File: src/rtl/request_unit_ctl.sv
// Memory request sequencer for the CPU core: launches data requests after an
// instruction fetch, tracks their wait time, and can stall fetch on a shared port.
module request_unit_ctl #(
  parameter int STALL_IFETCH = 0,
  parameter int TMO_W        = 8,
  parameter int TMO_LIMIT    = 200
) (
  input  logic             CLK,
  input  logic             nRST,
  input  logic             ihit,
  input  logic             dhit,
  input  logic             dREN,
  input  logic             dWEN,
  input  logic             halt,
  output logic             imemREN,
  output logic             dmemREN,
  output logic             dmemWEN,
  output logic             pc_en,
  output logic             busy,
  output logic             timeout,
  output logic [TMO_W-1:0] wait_cnt
);

  typedef enum logic [1:0] {
    IDLE,
    DREQ,
    HALTED
  } state_t;

  localparam logic [TMO_W-1:0] WAIT_MAX = '1;
  localparam logic [TMO_W-1:0] LIMIT_M1 = TMO_W'(TMO_LIMIT - 1);

  state_t           r_state;
  logic             r_dmemREN;
  logic             r_dmemWEN;
  logic             r_timeout;
  logic [TMO_W-1:0] r_waitCnt;

  state_t           w_nextState;
  logic             w_nextREN;
  logic             w_nextWEN;
  logic             w_nextTimeout;
  logic [TMO_W-1:0] w_nextWaitCnt;
  logic             w_pcEn;
  logic             w_imemREN;

  always_ff @(posedge CLK or negedge nRST) begin
    if (!nRST) begin
      r_state   <= IDLE;
      r_dmemREN <= 1'b0;
      r_dmemWEN <= 1'b0;
      r_timeout <= 1'b0;
      r_waitCnt <= '0;
    end else begin
      r_state   <= w_nextState;
      r_dmemREN <= w_nextREN;
      r_dmemWEN <= w_nextWEN;
      r_timeout <= w_nextTimeout;
      r_waitCnt <= w_nextWaitCnt;
    end
  end

  always_comb begin
    w_nextState   = r_state;
    w_nextREN     = r_dmemREN;
    w_nextWEN     = r_dmemWEN;
    w_nextTimeout = r_timeout;
    w_nextWaitCnt = r_waitCnt;
    w_pcEn        = 1'b0;
    w_imemREN     = 1'b1;

    case (r_state)
      IDLE: begin
        w_imemREN = 1'b1;
        if (ihit) begin
          if (dREN || dWEN) begin
            // A store wins when the decoder flags both load and store.
            w_nextState   = DREQ;
            w_nextWEN     = dWEN;
            w_nextREN     = dREN & ~dWEN;
            w_nextWaitCnt = '0;
          end else if (halt) begin
            w_nextState = HALTED;
          end else begin
            w_pcEn = 1'b1;
          end
        end
      end

      DREQ: begin
        w_imemREN = (STALL_IFETCH == 0);
        if (dhit) begin
          w_pcEn      = 1'b1;
          w_nextState = IDLE;
          w_nextREN   = 1'b0;
          w_nextWEN   = 1'b0;
        end else begin
          // The request stays up after a timeout; the flag is only a sticky report.
          if (r_waitCnt != WAIT_MAX) begin
            w_nextWaitCnt = r_waitCnt + 1'b1;
          end
          if (r_waitCnt == LIMIT_M1) begin
            w_nextTimeout = 1'b1;
          end
        end
      end

      HALTED: begin
        w_imemREN = 1'b0;
        w_nextREN = 1'b0;
        w_nextWEN = 1'b0;
      end

      default: begin
        w_nextState = IDLE;
        w_nextREN   = 1'b0;
        w_nextWEN   = 1'b0;
      end
    endcase
  end

  // pc_en is combinational from ihit/dhit, so it must be masked while reset is held.
  assign pc_en    = w_pcEn & nRST;
  assign imemREN  = w_imemREN;
  assign dmemREN  = r_dmemREN;
  assign dmemWEN  = r_dmemWEN;
  assign busy     = (r_state == DREQ);
  assign timeout  = r_timeout;
  assign wait_cnt = r_waitCnt;

endmodule

File: config.mk
export PLATFORM = sky130hd
export DESIGN_NAME = request_unit_ctl
export DESIGN_NICKNAME = d
export VERILOG_FILES = /design/src/rtl/request_unit_ctl.sv
export SDC_FILE = /design/constraint.sdc
export NUM_CORES = 1
export LEC_CHECK = 0
export ABC_AREA = 1
export CORE_MARGIN = 3
export CORE_UTILIZATION = 45
export DETAILED_ROUTE_END_ITERATION = 8
export PLACE_DENSITY_LB_ADDON = 0.25
export REMOVE_ABC_BUFFERS = 1
export SLEW_MARGIN = 20
export SYNTH_ARGS = -nofsm -noshare
export SYNTH_HDL_FRONTEND = slang
export SYNTH_SLANG_ARGS = --single-unit
File: constraint.sdc
create_clock -name CLK -period 2.7 [get_ports CLK]
set_input_delay 0.54 -clock CLK [delete_from_list [all_inputs] [get_ports CLK]]
set_output_delay 0.54 -clock CLK [all_outputs]
set_load 0.01 [all_outputs]
==> flow_summary.ini, run 1 <==
[route]
viasPerCell = 5.144
drt_pass1_iterations = 4
antenna_left = 0
drtIter0Drc = 12
wirelength_um = 1745
num_vias = 751
wl_per_cell_um = 11.95
drc = 0

[synth]
netlist_area_um2 = 792.0
synth_edf_count = 0
synth_seq_cells = 13
yosys.area_share.simple_pct = 36.81
synthFlopType = dfrtp_1
yosysWarnings = 0
yosysSeqAreaShare_pct = 41.07
synth_compound_gate_area_share_pct = 11.37
yosysMostFrequentCell = nand2_1
syn-instance-count = 105
synth_common_cells = 32 x nand2_1, 13 x dfrtp_1, 12 x inv_1
synthAdderAreaFrac_pct = 1.580
synth_top_family_by_area = simple AND/OR/NAND/NOR gates
synthMuxAreaShare_pct = 0
yosys-top-cells-area = dfrtp_1 41%, nand2_1 15%, inv_1 5.7%
yosysUniqueCellTypes = 23
syn_area_per_cell_um2 = 7.543
synth-async-reset-ratio_pct = 100.0
synth-xor-area-share_pct = 2.212
yosys.area.top_type = dfrtp_1
netlist.area_leader.share_pct = 41.07

[setup_path]
cp_max_fo = 4
startpoint_type = input port
crit_buf_inv = 3
crit_path_end_kind = primary output
crit_type = in -> out
crit_start = dWEN
r2r_start = wait_cnt[0]
critPathTopFamily = buffers and inverters
cp_num_cells = 7
worst_path_most_repeated_cell = clkdlybuf4s50_1
worst_path_max_delay_cell = clkdlybuf4s50_1
crit_arrival_ns = 2.02
rrSetupSlack_ns = 1.36
reg2regPathDepth = 7
r2r_end = wait_cnt[2]
slowest_delay_ns = 0.56
crit_chain = clkdlybuf4s50_1 > inv_1 > nand2_1 > nor2_1 > nand3_1 > a21oi_1 > clkdlybuf4s50_1
crit_required_ns = 2.16

[pwr]
powerDensity_nw_per_um2 = 321.3
power.leakage_nw = 0.4500
peakVddDrop_uv = 190.4
p_total_mw = 0.3361

[cts]
cts_hold_buffers = 0
cts_resized = 0
postCtsSetupRepairBufs = 0
tritoncts = done
cts_buffers = 3
htree_num_levels = 1
worstSkewPairLatency_ns = 0.27
clk_pin_slew_ns = 0.08
clockRootBuffer = clkbuf_4
clock_sinks = 13
clockBufferDepth = 2

[placed_design]
port_buffers = 20
dpl.cell_count = 142
postPlaceCellArea_um2 = 1020
dp_slack_ns = 0.1301
place_congestion = 0.8280
hpwl_um = 1377

[hold_path]
hold-path-cell-count = 1
holdCritPathClass = reg -> reg
min_from = timeout
hold_end = timeout

[cells_and_area]
area_delta_synth_final_pct = 32.07
post-route-util_pct = 66.35
layout-drive-gt1-share_pct = 13.85
n_antenna_cell = 0
fin_cells = 146
nets = 139
fin_area_um2 = 1046

[die]
num_rows = 14
initial_utilization_pct = 50.24
core_area_um2 = 1577
chipHeight_um = 47.95
die_area_um2 = 2299
die_w_um = 47.95
ioPinCount = 21

[global_routing]
grt_max_degree = 14
grt_first_pass_wirelength_um = 2980
grt_pass1_vias = 706
overflow = 0
antenna_found_initial = 0
grt_usage_pct = 18.19

[timing]
slew_headroom_pct = 83.62
tightest_slew_ns = 0.2448
holdWs_ns = 0.4928
final.period_utilization_pct = 94.86
finalHoldViolCount = 0
rsz0062_at_grt = false
setup_ws_ns = 0.1388
min_period_ns = 2.561
final.setup.tns_ns = 0
fmax_mhz = 390.4
finClkSkew_ns = 0.001664
finalSetupViolCount = 0
slew_violations = 0

[outcome]
status = finished clean

[flow_run]
maxCapViolCount = 0
per-layer routing:
metal  wire length [um]  track usage [%]  vias up
met3                 71            3.759        0
li1                   -                -      389
met1                893            25.28      343
met2                780            29.29       19
met5                  0                0        -
met4                  0            3.226        0
registers in the layout, indices dropped and copies added (netlist names):
register,cells
dmemREN,1
dmemWEN,1
r_state,2
timeout,1
wait_cnt,8
placed cells by master, fill, tap and decap left out, types with 2 or more instances in the layout:
master | synthesis | layout
a21oi_1 | 2 | 2
clkbuf_4 | 0 | 3
clkdlybuf4s50_1 | 0 | 20
dfrtp_1 | 13 | 13
inv_1 | 12 | 12
nand2_1 | 32 | 32
nand2_4 | 3 | 3
nand3_1 | 7 | 7
nand3_2 | 3 | 3
nor2_1 | 7 | 7
nor2_2 | 2 | 2
nor3_1 | 2 | 2
o21ai_0 | 4 | 4
o21ai_1 | 7 | 7
worst max path at each step:
stage / end / slack, ns
after floorplan: pc_en / 1.11
final: pc_en / 0.14
after CTS: pc_en / 0.13
after global routing: pc_en / 0.04
after detailed placement: pc_en / 0.13
after global placement: pc_en / 0.19
layout make-up:
type,count,area [um^2]
fill,143,530.5
multi-input combinational,78,411.6
sequential,13,325.3
timing repair buffer,21,207.7
inverter,14,55.05
clock buffer,4,26.28
tap,16,20.02
where the power goes:
group / internal, mW / switching [mW] / total (mW)
logic: 0.00941 / 0.00931 / 0.0187
clock network: 0.0573 / 0.0657 / 0.123
registers: 0.194 / 0 / 0.194
kinds of logic after synthesis:
kind of cell	count (synthesis)
adder cells (fa/ha/maj)	1
AO/OA/AOI/OAI	16
buffers and inverters	14
AND/OR/NAND/NOR	59
flip-flops	13
XOR/XNOR	2
Note: power is estimated with default switching activity, not from simulation.
==> run 2: changes to the inputs <==
--- a/config.mk
+++ b/config.mk
@@ -9,7 +9,9 @@
 export CORE_MARGIN = 3
 export CORE_UTILIZATION = 45
 export DETAILED_ROUTE_END_ITERATION = 8
+export GPL_TIMING_DRIVEN = 0
 export PLACE_DENSITY_LB_ADDON = 0.25
+export RECOVER_POWER = 25
 export REMOVE_ABC_BUFFERS = 1
 export SLEW_MARGIN = 20
 export SYNTH_ARGS = -nofsm -noshare
==> run 2 against run 1 <==
Against the previous run:
- clock skew is 0.0011 ns lower
- sequential share of layout area grew 0.26 points
- cell count shrank 0.68%
- combinational power is 9.6% lower
- first-iteration DRC count unchanged
- total power is 0.25% lower
- sequential cell count stayed put
- die area did not move
- worst setup slack gained 0.012 ns
- critical path depth stayed put
- sequential power about the same
- wire length decreased by 7.4%
==> flow_summary.ini, run 2 (synthesized netlist as in run 1, its figures left out) <==
[outcome]
status = finished clean

[cells_and_area]
layout-drive-gt1-share_pct = 13.18
n_antenna_cell = 0
final_common_cell = nand2_1
nets = 138
largest_register_ffs = 8
fin_cells = 145
final.fill_count = 141
layout_common_cells = 32 x nand2_1, 19 x clkdlybuf4s50_1, 13 x dfrtp_1, 12 x inv_1
area_delta_synth_final_pct = 30.96

[die]
ioPinCount = 21
num_rows = 14
chipHeight_um = 47.95
die_w_um = 47.95
initial_utilization_pct = 50.24
die_area_um2 = 2299
core_area_um2 = 1577

[global_routing]
overflow = 0
grt_first_pass_wirelength_um = 2842
grt_pass1_vias = 647
antenna_found_initial = 0
grt_max_degree = 15
grt_usage_pct = 17.95

[timing]
rsz0062_at_grt = false
slew_violations = 0
fmax_mhz = 392.3
min_period_ns = 2.549
finalHoldViolCount = 0
slew_headroom_pct = 58.67
setup_ws_ns = 0.1512
tightest_slew_ns = 0.6200
finClkSkew_ns = 0.0005876
final.period_utilization_pct = 94.40
finalSetupViolCount = 0

[route]
drt_pass1_iterations = 4
num_vias = 716
drc = 0
wl_per_cell_um = 11.14
antenna_left = 0
viasPerCell = 4.938
wirelength_um = 1616
drtIter0Drc = 12

[cts]
tritoncts = done
postCtsSetupRepairBufs = 0
clockRootBuffer = clkbuf_4
worstSkewPairLatency_ns = 0.27
clockBufferDepth = 2
clock_sinks = 13
clk_pin_slew_ns = 0.08
cts_hold_buffers = 0
cts_buffers = 3
htree_num_levels = 1

[setup_path]
crit_type = in -> out
crit_path_end_kind = primary output
r2r_end = wait_cnt[0]
crit_arrival_ns = 2.01
cp_max_fo = 4
worst_path_most_repeated_cell = clkdlybuf4s50_1
slowest_delay_ns = 0.55
crit_chain = clkdlybuf4s50_1 > inv_1 > nand2_1 > nor2_1 > nand3_1 > a21oi_1 > clkdlybuf4s50_1
reg2regPathDepth = 6
crit_start = dWEN
rrSetupSlack_ns = 1.39
startpoint_type = input port
worst_path_max_delay_cell = clkdlybuf4s50_1
r2r_start = wait_cnt[0]
crit_required_ns = 2.16

[pwr]
power.leakage_nw = 0.4465
powerDensity_nw_per_um2 = 323.3
peakVddDrop_uv = 283.0

[placed_design]
dpl.cell_count = 141
dp_slack_ns = -0.1140
port_buffers = 20
hpwl_um = 1254
place_congestion = 0.8010

[flow_run]
maxCapViolCount = 0

[hold_path]
holdCritPathClass = in -> async
run 2: cell count changes in the layout (fill, tap and decap cells not counted):
| cell | previous run | this run |
|---|---|---|
| buf_4 | 1 | 0 |
| dlygate4sd2_1 | 0 | 1 |
| clkdlybuf4s50_1 | 20 | 19 |
run 2: worst max-delay path by stage:
stage | slack [ns] | end
floorplan | 1.11 | pc_en
global placement | -0.08 | pc_en
detailed placement | -0.11 | pc_en
CTS | 0.15 | pc_en
global route | 0.004 | pc_en
finish | 0.15 | pc_en
run 2: report_power, final:
part | internal (mW) | switching (mW) | total [mW]
clock network | 0.0573 | 0.0666 | 0.124
registers | 0.194 | 0 | 0.194
logic | 0.00786 | 0.00906 | 0.0169
total | 0.260 | 0.0757 | 0.335
run 2: layout make-up:
cell class                 count  area [um^2]  share of cell area, %
clock buffer                   4        26.28                  2.533
inverter                      14        55.05                  5.308
multi-input combinational     78        411.6                  39.69
sequential                    13        325.3                  31.36
tap                           16        20.02                  1.930
timing repair buffer          20        198.9                  19.18
run 2: repair_timing:
action / 4_1_cts / 5_1_grt
setup endpoints to repair: 1 / 0
resized for setup: 1 / 0
hold endpoints to repair: 0 / 0
run 2: stage by stage:
step	area (um^2)	power (mW)	setup TNS, ns	utilization (%)	hold WS [ns]
global route	1037	0.3559	0	65.79	0.3998
floorplan	792.0	0.2013	0	-	0.2444
global placement	1012	0.2158	-0.08060	64.21	0.4513
finish	1037	0.3353	0	65.79	0.3786
detailed placement	1012	0.2161	-0.1140	64.21	0.4814
CTS	1037	0.3404	0	65.79	0.3944
run 2: critical path: cells and delay by family:
| kind | cells | cell delay (ns) |
|---|---|---|
| buf+inv | 3 | 1.06 |
| simple gates | 3 | 0.28 |
| compound gates | 1 | 0.13 |
run 2: routing by layer:
| layer | share of wire (%) | vias up | GRT usage (%) |
|---|---|---|---|
| met2 | 43 | 15 | 25.33 |
| li1 | - | 386 | - |
| met1 | 51 | 311 | 25.23 |
| met5 | 0 | - | 0 |
| met4 | 1.9 | 0 | 9.677 |
| met3 | 3.6 | 4 | 3.759 |
==> run 3: changes to the inputs <==
--- a/config.mk
+++ b/config.mk
@@ -13,7 +13,6 @@
 export PLACE_DENSITY_LB_ADDON = 0.25
 export RECOVER_POWER = 25
 export REMOVE_ABC_BUFFERS = 1
-export SLEW_MARGIN = 20
 export SYNTH_ARGS = -nofsm -noshare
 export SYNTH_HDL_FRONTEND = slang
 export SYNTH_SLANG_ARGS = --single-unit
==> results of run 3 <==
Same layout as run 2: the final DEF is identical, and so are final timing and power.
